## src/rtl/mac_pkg.sv

```systemverilog
// Shared definitions for the MAC sequencer and the processing element it feeds.
package mac_pkg;

    typedef enum logic [2:0] {
        ST_IDLE   = 3'd0,
        ST_CLEAR  = 3'd1,
        ST_STREAM = 3'd2,
        ST_DRAIN  = 3'd3,
        ST_OUT    = 3'd4
    } mac_seq_state_e;

    function automatic int acc_width(input int data_width);
        return 2 * data_width;
    endfunction

endpackage

```

## src/rtl/mac_seq_ctrl.sv

```systemverilog
// Dot-product sequencer: joins the A/B operand streams into registered PE pairs,
// clears the PE accumulator per command and hands the final sum out on a ready/valid port.
//
// state  | meaning
// IDLE   | waiting for start_i
// CLEAR  | one-cycle PE accumulator clear
// STREAM | joining A/B beats until the count reaches zero
// DRAIN  | two cycles for the last pair to land in the PE accumulator
// OUT    | result held until res_ready_i
module mac_seq_ctrl
    import mac_pkg::*;
#(
    parameter  int DATA_WIDTH = 16,
    parameter  int LEN_WIDTH  = 16,
    localparam int ACC_W      = acc_width(DATA_WIDTH)
) (
    input  logic                  clk_i,
    input  logic                  rst_ni,
    input  logic                  start_i,
    input  logic [LEN_WIDTH-1:0]  len_i,
    output logic                  busy_o,
    input  logic [DATA_WIDTH-1:0] a_data_i,
    input  logic                  a_valid_i,
    output logic                  a_ready_o,
    input  logic [DATA_WIDTH-1:0] b_data_i,
    input  logic                  b_valid_i,
    output logic                  b_ready_o,
    output logic [DATA_WIDTH-1:0] pe_a_o,
    output logic [DATA_WIDTH-1:0] pe_b_o,
    output logic                  pe_a_valid_o,
    output logic                  pe_b_valid_o,
    output logic                  pe_acc_clr_o,
    input  logic [ACC_W-1:0]      pe_acc_i,
    output logic [ACC_W-1:0]      res_data_o,
    output logic                  res_valid_o,
    input  logic                  res_ready_i
);

    mac_seq_state_e          state_q, state_d;
    logic [LEN_WIDTH-1:0]    cnt_q, cnt_d;
    logic                    drain_q, drain_d;
    logic [DATA_WIDTH-1:0]   pe_a_q, pe_a_d;
    logic [DATA_WIDTH-1:0]   pe_b_q, pe_b_d;
    logic                    pe_vld_q, pe_vld_d;
    logic [ACC_W-1:0]        res_data_q, res_data_d;
    logic                    res_valid_q, res_valid_d;
    logic                    in_stream;
    logic                    fire;

    assign in_stream = (state_q == ST_STREAM);
    assign fire      = in_stream & a_valid_i & b_valid_i;

    // Each ready depends only on the other stream's valid, so a lone beat is never taken.
    assign a_ready_o = in_stream & b_valid_i;
    assign b_ready_o = in_stream & a_valid_i;

    always_comb begin
        state_d     = state_q;
        cnt_d       = cnt_q;
        drain_d     = drain_q;
        pe_a_d      = '0;
        pe_b_d      = '0;
        pe_vld_d    = 1'b0;
        res_data_d  = res_data_q;
        res_valid_d = res_valid_q;

        if (fire) begin
            pe_a_d   = a_data_i;
            pe_b_d   = b_data_i;
            pe_vld_d = 1'b1;
        end

        case (state_q)
            ST_IDLE: begin
                if (start_i) begin
                    cnt_d   = len_i;
                    state_d = ST_CLEAR;
                end
            end
            ST_CLEAR: begin
                drain_d = 1'b0;
                state_d = (cnt_q != '0) ? ST_STREAM : ST_DRAIN;
            end
            ST_STREAM: begin
                if (fire) begin
                    cnt_d = cnt_q - LEN_WIDTH'(1);
                    if (cnt_q == LEN_WIDTH'(1)) begin
                        drain_d = 1'b0;
                        state_d = ST_DRAIN;
                    end
                end
            end
            ST_DRAIN: begin
                drain_d = 1'b1;
                if (drain_q) begin
                    drain_d     = 1'b0;
                    res_data_d  = pe_acc_i;
                    res_valid_d = 1'b1;
                    state_d     = ST_OUT;
                end
            end
            ST_OUT: begin
                if (res_ready_i) begin
                    res_valid_d = 1'b0;
                    state_d     = ST_IDLE;
                end
            end
            default: state_d = ST_IDLE;
        endcase
    end

    always_ff @(posedge clk_i or negedge rst_ni) begin
        if (!rst_ni) begin
            state_q     <= ST_IDLE;
            cnt_q       <= '0;
            drain_q     <= 1'b0;
            pe_a_q      <= '0;
            pe_b_q      <= '0;
            pe_vld_q    <= 1'b0;
            res_data_q  <= '0;
            res_valid_q <= 1'b0;
        end else begin
            state_q     <= state_d;
            cnt_q       <= cnt_d;
            drain_q     <= drain_d;
            pe_a_q      <= pe_a_d;
            pe_b_q      <= pe_b_d;
            pe_vld_q    <= pe_vld_d;
            res_data_q  <= res_data_d;
            res_valid_q <= res_valid_d;
        end
    end

    assign busy_o       = (state_q != ST_IDLE);
    assign pe_acc_clr_o = (state_q == ST_CLEAR);
    assign pe_a_o       = pe_a_q;
    assign pe_b_o       = pe_b_q;
    assign pe_a_valid_o = pe_vld_q;
    assign pe_b_valid_o = pe_vld_q;
    assign res_data_o   = res_data_q;
    assign res_valid_o  = res_valid_q;

endmodule

```

## config.mk

```make
export PLATFORM = sky130hd
export DESIGN_NAME = mac_seq_ctrl
export DESIGN_NICKNAME = d
export VERILOG_FILES = /design/src/rtl/mac_pkg.sv /design/src/rtl/mac_seq_ctrl.sv
export SDC_FILE = /design/constraint.sdc
export NUM_CORES = 1
export LEC_CHECK = 0
export CORE_ASPECT_RATIO = 0.8
export CORE_UTILIZATION = 25
export DETAILED_ROUTE_END_ITERATION = 12
export GPL_ROUTABILITY_DRIVEN = 0
export GPL_TIMING_DRIVEN = 1
export PLACE_DENSITY = 0.57
export SLEW_MARGIN = 25
export SYNTH_ARGS = -nofsm -noshare
export SYNTH_HDL_FRONTEND = slang
export SYNTH_SLANG_ARGS = --single-unit
```

## constraint.sdc

```tcl
create_clock -name clk_i -period 2.78 [get_ports clk_i]
set_clock_uncertainty 0.2 [all_clocks]
set_input_delay 0.695 -clock clk_i [delete_from_list [all_inputs] [get_ports clk_i]]
set_output_delay 0.695 -clock clk_i [all_outputs]
set_load 0.03 [all_outputs]
```

==> tab_implementation.tex, run 1 <==
\begin{tabular}{lr}
\hline
Metric & Value \\
\hline
\multicolumn{2}{l}{\textbf{Run status}} \\
Outcome & complete, no violations \\
\multicolumn{2}{l}{\textbf{Pwr}} \\
Net switching power figure & 2300 uW \\
Share of power burned in the clock network & 0.216 \\
Register share of total power & 0.337 \\
P\_int & 3720 uW \\
Static power due to leakage & 0.00236 uW \\
Worst-case vdd ir drop & 599 uV \\
Combinational share of power & 0.447 \\
Switching Share & 0.382 \\
Power density over cell area & 1050 mW/mm\^{}2 \\
\multicolumn{2}{l}{\textbf{Detailed routing}} \\
Avg WL per Cell & 14.5 um \\
Routed via count & 2,931 \\
Wire length after detailed routing & 9390 um \\
Detailed-router iteration count before antenna repair & 4 \\
Via-to-Cell Ratio & 4.54 \\
Antenna-violating nets left & 0 \\
Initial DRC Count & 172 \\
DRC violations left & 0 \\
\multicolumn{2}{l}{\textbf{Setup path}} \\
Endpoint kind of the worst setup timing path & output pin \\
Largest delay share family, worst path & flip-flops \\
Startpoint of the most critical setup path & state\_q[1] \\
Highest net fanout along the worst path & 13 \\
Capturing element of the worst setup path & a\_ready\_o \\
Most frequent CP cell & sky130\_fd\_sc\_hd\_\_buf\_4 \\
Delay of the slowest cell on the worst path & 0.54 ns \\
Critical path depth in cells & 4 \\
Startpoint of the lowest-slack register-to-register path & cnt\_q[6] \\
Worst reg-to-reg setup slack & 0.48 ns \\
Arrival @ worst endpoint & 1.57 ns \\
Worst setup path class & reg -> out \\
Cells along the critical path & nor3b\_2, buf\_4, and2\_1, buf\_4 \\
Standard cell with the maximum stage delay on the critical path & sky130\_fd\_sc\_hd\_\_dfrtp\_1 \\
Count of buffer and inverter cells on the critical path & 2 \\
Required time of the critical path & between 1.5 and 2 ns \\
Depth of the worst register-to-register path & 4 \\
Endpoint of the worst-slack reg-to-reg timing path & cnt\_q[13] \\
Critical Path Source Type & flop \\
\multicolumn{2}{l}{\textbf{Synth}} \\
Largest cells by area after synthesis & sky130\_fd\_sc\_hd\_\_dfrtp\_1, sky130\_fd\_sc\_hd\_\_mux2\_2, sky130\_fd\_sc\_hd\_\_and2\_1 \\
Post-Syn Area & 0.00359 mm\^{}2 \\
Share of Yosys cell area claimed by the top area cell type & 0.600 \\
Mean cell area of the mapped netlist & 11.9 um\^{}2 \\
Synth unique cells & 49 \\
Number of synthesized flops with an enable pin & 0 \\
Cell count after synthesis & 301 \\
Synth Register Bits & between 80 and 90 \\
Mapped Nets & 389 \\
Top cell type by total area after synthesis & sky130\_fd\_sc\_hd\_\_dfrtp\_1 \\
YS warnings & 0 \\
Seq/Total Area, Yosys & 0.600 \\
Share of flip-flops with an asynchronous set or reset & 1.00 \\
Main synth FF type & sky130\_fd\_sc\_hd\_\_dfrtp\_1 \\
\multicolumn{2}{l}{\textbf{Final layout}} \\
Inserted Diodes & 0 \\
Fraction of final layout cells with drive strength greater than 1 & 0.146 \\
Synth-to-layout area growth & 59.4\% \\
Post-layout instance count excluding filler cells & 646 \\
Final core occ & 0.415 \\
Layout net count & $\sim$550 \\
\multicolumn{2}{l}{\textbf{Die}} \\
Area of the placeable core & between 0.01 and 0.015 mm\^{}2 \\
Site row count & 38 \\
I/O pins & roughly 160 \\
Width of the die & 136 um \\
Floorplan die height & around 110 um \\
Starting Density & 0.260 \\
Total die area & 0.0148 mm\^{}2 \\
\multicolumn{2}{l}{\textbf{Place}} \\
Final HPWL from detailed placement & 6770 um \\
Port buffer count & around 160 \\
\# placed instances & 629 \\
\multicolumn{2}{l}{\textbf{Timing}} \\
Final-layout worst hold slack & 0.303 ns \\
Clock period minus worst slack & 2.47 ns \\
RSZ-0062 raised after global routing & no \\
Final period utilization & 0.887 \\
Total setup violations reported at the end of the flow & 0 \\
Fin. max-slew vios & 0 \\
Final TNS setup & 0 ns \\
Final-report hold violation count & 0 \\
Highest clock rate & 406 MHz \\
Max\_slew headroom & 0.716 \\
Transition at the pin with the smallest max-transition slack & 0.425 ns \\
\multicolumn{2}{l}{\textbf{Clocking}} \\
CTS tree & done \\
CTS clk-pin slew, worst paths & 0.06 ns \\
CTS Root Buffer Type & sky130\_fd\_sc\_hd\_\_clkbuf\_16 \\
Cts bufs inserted & 9 \\
Buffer depth of the longest clock path & 2 \\
Clock sink total & 86 \\
Depth of the CTS H-tree & 3 \\
Post-CTS setup buffer count & 0 \\
Later-pin clock latency in the skew report & between 0.3 and 0.4 ns \\
\multicolumn{2}{l}{\textbf{Global routing}} \\
Pin count of the biggest net entering global routing & 49 \\
Total grt overflow & 0 \\
Global-route total usage across every layer & 0.131 \\
Global-route wire length before repair & 14,900 um \\
Initial antenna violation count & 0 \\
Via count of the first global-routing pass & 2,926 \\
\multicolumn{2}{l}{\textbf{Hold path}} \\
Hold-critical path depth & 1 \\
Worst Hold Class & reg -> reg \\
\multicolumn{2}{l}{\textbf{Run}} \\
Maxcap violations & 0 \\
\hline
\end{tabular}
==> registers in the layout, indices dropped and copies added, names as in the netlist <==
name / flops
cnt_q: 16
drain_q: 1
pe_a_o: 16
pe_a_valid_o: 1
pe_b_o: 16
res_data_o: 32
res_valid_o: 1
state_q: 3
==> Yosys cell counts, types with 3 or more instances <==
cell                       number
sky130_fd_sc_hd__o21ai_0       14
sky130_fd_sc_hd__dfrtp_1       86
sky130_fd_sc_hd__and2_1        35
sky130_fd_sc_hd__nor4_1         8
sky130_fd_sc_hd__clkbuf_1      13
sky130_fd_sc_hd__inv_1          3
sky130_fd_sc_hd__buf_2          4
sky130_fd_sc_hd__nand4_1        5
sky130_fd_sc_hd__nand2_1       11
sky130_fd_sc_hd__nor2_1        15
sky130_fd_sc_hd__nand2b_1       3
sky130_fd_sc_hd__or4_1          3
sky130_fd_sc_hd__nand3_1        5
sky130_fd_sc_hd__nor3_1         4
sky130_fd_sc_hd__mux2_2        32
sky130_fd_sc_hd__a21oi_1       17
==> through the flow <==
| stage | setup slack (ns) | total power, uW | area, um^2 |
|---|---|---|---|
| floorplan | 0.527 | 3660 | 3590 |
| global placement | 0.327 | 4710 | 5380 |
| detailed placement | 0.318 | 4760 | 5380 |
| CTS | 0.0254 | 6090 | 5710 |
| global route | 0.164 | 6410 | 5720 |
| finish | 0.315 | 6020 | 5720 |
==> routing by layer <==
layer  share of wire  global-route usage  routed length [um]  up-vias
li1                -                   -                   -     1389
met4           0.011              0.0365                 104        0
met5               0                   0                   0        -
met2            0.45               0.201                4230      127
met1            0.46               0.175                4280     1408
met3           0.082              0.0465                 772        7
==> timing repair <==
action,4_1_cts,5_1_grt
hold endpoints to repair,8,0
setup endpoints to repair,0,2
gates resized for setup,0,2
hold buffers,1,0
==> cell families (layout without fill, tap and decap cells) <==
group,after synthesis,count (layout),synth area share
and+or+nand+nor,102,102,0.164
DFF,86,86,0.600
AOI/OAI and AO/OA,57,57,0.103
muxes,32,32,0.100
buffers and inverters,22,187,0.0255
adders and majority gates,2,2,0.00697
==> power by group through the flow <==
| stage | clock, uW | sequential, uW | combinational [uW] |
|---|---|---|---|
| after detailed placement | 0 | 2050 | 2710 |
| after CTS | 1340 | 2030 | 2720 |
| final | 1300 | 2030 | 2690 |
| after global routing | 1400 | 2100 | 2910 |
| after global placement | 0 | 2020 | 2680 |
| after floorplan | 0 | 2550 | 1110 |
==> placed cells by master (no fill, tap or decap), types with 2 or more instances in the layout <==
master,n
sky130_fd_sc_hd__o2bb2ai_1,2
sky130_fd_sc_hd__a41oi_1,2
sky130_fd_sc_hd__buf_4,13
sky130_fd_sc_hd__o22a_1,2
sky130_fd_sc_hd__or3_1,2
sky130_fd_sc_hd__ha_1,2
sky130_fd_sc_hd__and3_1,2
sky130_fd_sc_hd__clkdlybuf4s50_1,151
sky130_fd_sc_hd__nor2_1,15
sky130_fd_sc_hd__clkinvlp_4,3
sky130_fd_sc_hd__dlymetal6s2s_1,2
sky130_fd_sc_hd__and2_1,35
sky130_fd_sc_hd__or3b_2,2
sky130_fd_sc_hd__nand3_1,5
sky130_fd_sc_hd__nand4_1,5
sky130_fd_sc_hd__a2bb2oi_1,2
sky130_fd_sc_hd__a211oi_1,2
sky130_fd_sc_hd__bufinv_16,2
sky130_fd_sc_hd__nor4_1,8
sky130_fd_sc_hd__or4_1,3
sky130_fd_sc_hd__mux2_2,32
sky130_fd_sc_hd__a21oi_1,17
sky130_fd_sc_hd__inv_1,3
sky130_fd_sc_hd__o22ai_1,2
sky130_fd_sc_hd__o21ai_0,14
sky130_fd_sc_hd__clkbuf_16,9
sky130_fd_sc_hd__dfrtp_1,86
sky130_fd_sc_hd__nor3_1,4
sky130_fd_sc_hd__nand2b_1,3
sky130_fd_sc_hd__nand2_1,11
==> worst min-delay path by stage <==
stage | startpoint | endpoint | slack, ns
finish | res_data_o[24] | res_data_o[24] | 0.30
global route | res_data_o[8] | res_data_o[8] | 0.31
detailed placement | res_data_o[8] | res_data_o[8] | 0.29
floorplan | rst_ni | cnt_q[0] | 0.20
global placement | res_data_o[8] | res_data_o[8] | 0.29
CTS | res_data_o[24] | res_data_o[24] | 0.31
==> cell type report <==
class | instances | area [um^2]
Clock inverter | 7 | 96.3
Timing Repair Buffer | 168 | 1660
Sequential cell | 86 | 2150
Tap cell | 180 | 225
Clock buffer | 9 | 225
Fill cell | 1341 | 8070
Inverter | 3 | 11.3
Multi-Input combinational cell | 193 | 1340
No activity file was read; power rests on OpenSTA's default activity.
==> run 2, diff against run 1 <==
--- a/config.mk
+++ b/config.mk
@@ -10,6 +10,7 @@
 export DETAILED_ROUTE_END_ITERATION = 12
 export GPL_ROUTABILITY_DRIVEN = 0
 export GPL_TIMING_DRIVEN = 1
+export HOLD_SLACK_MARGIN = 0.03
 export PLACE_DENSITY = 0.57
 export SLEW_MARGIN = 25
 export SYNTH_ARGS = -nofsm -noshare
==> results of run 2 <==
Same layout as run 1: the final DEF is identical, and so are final timing and power.
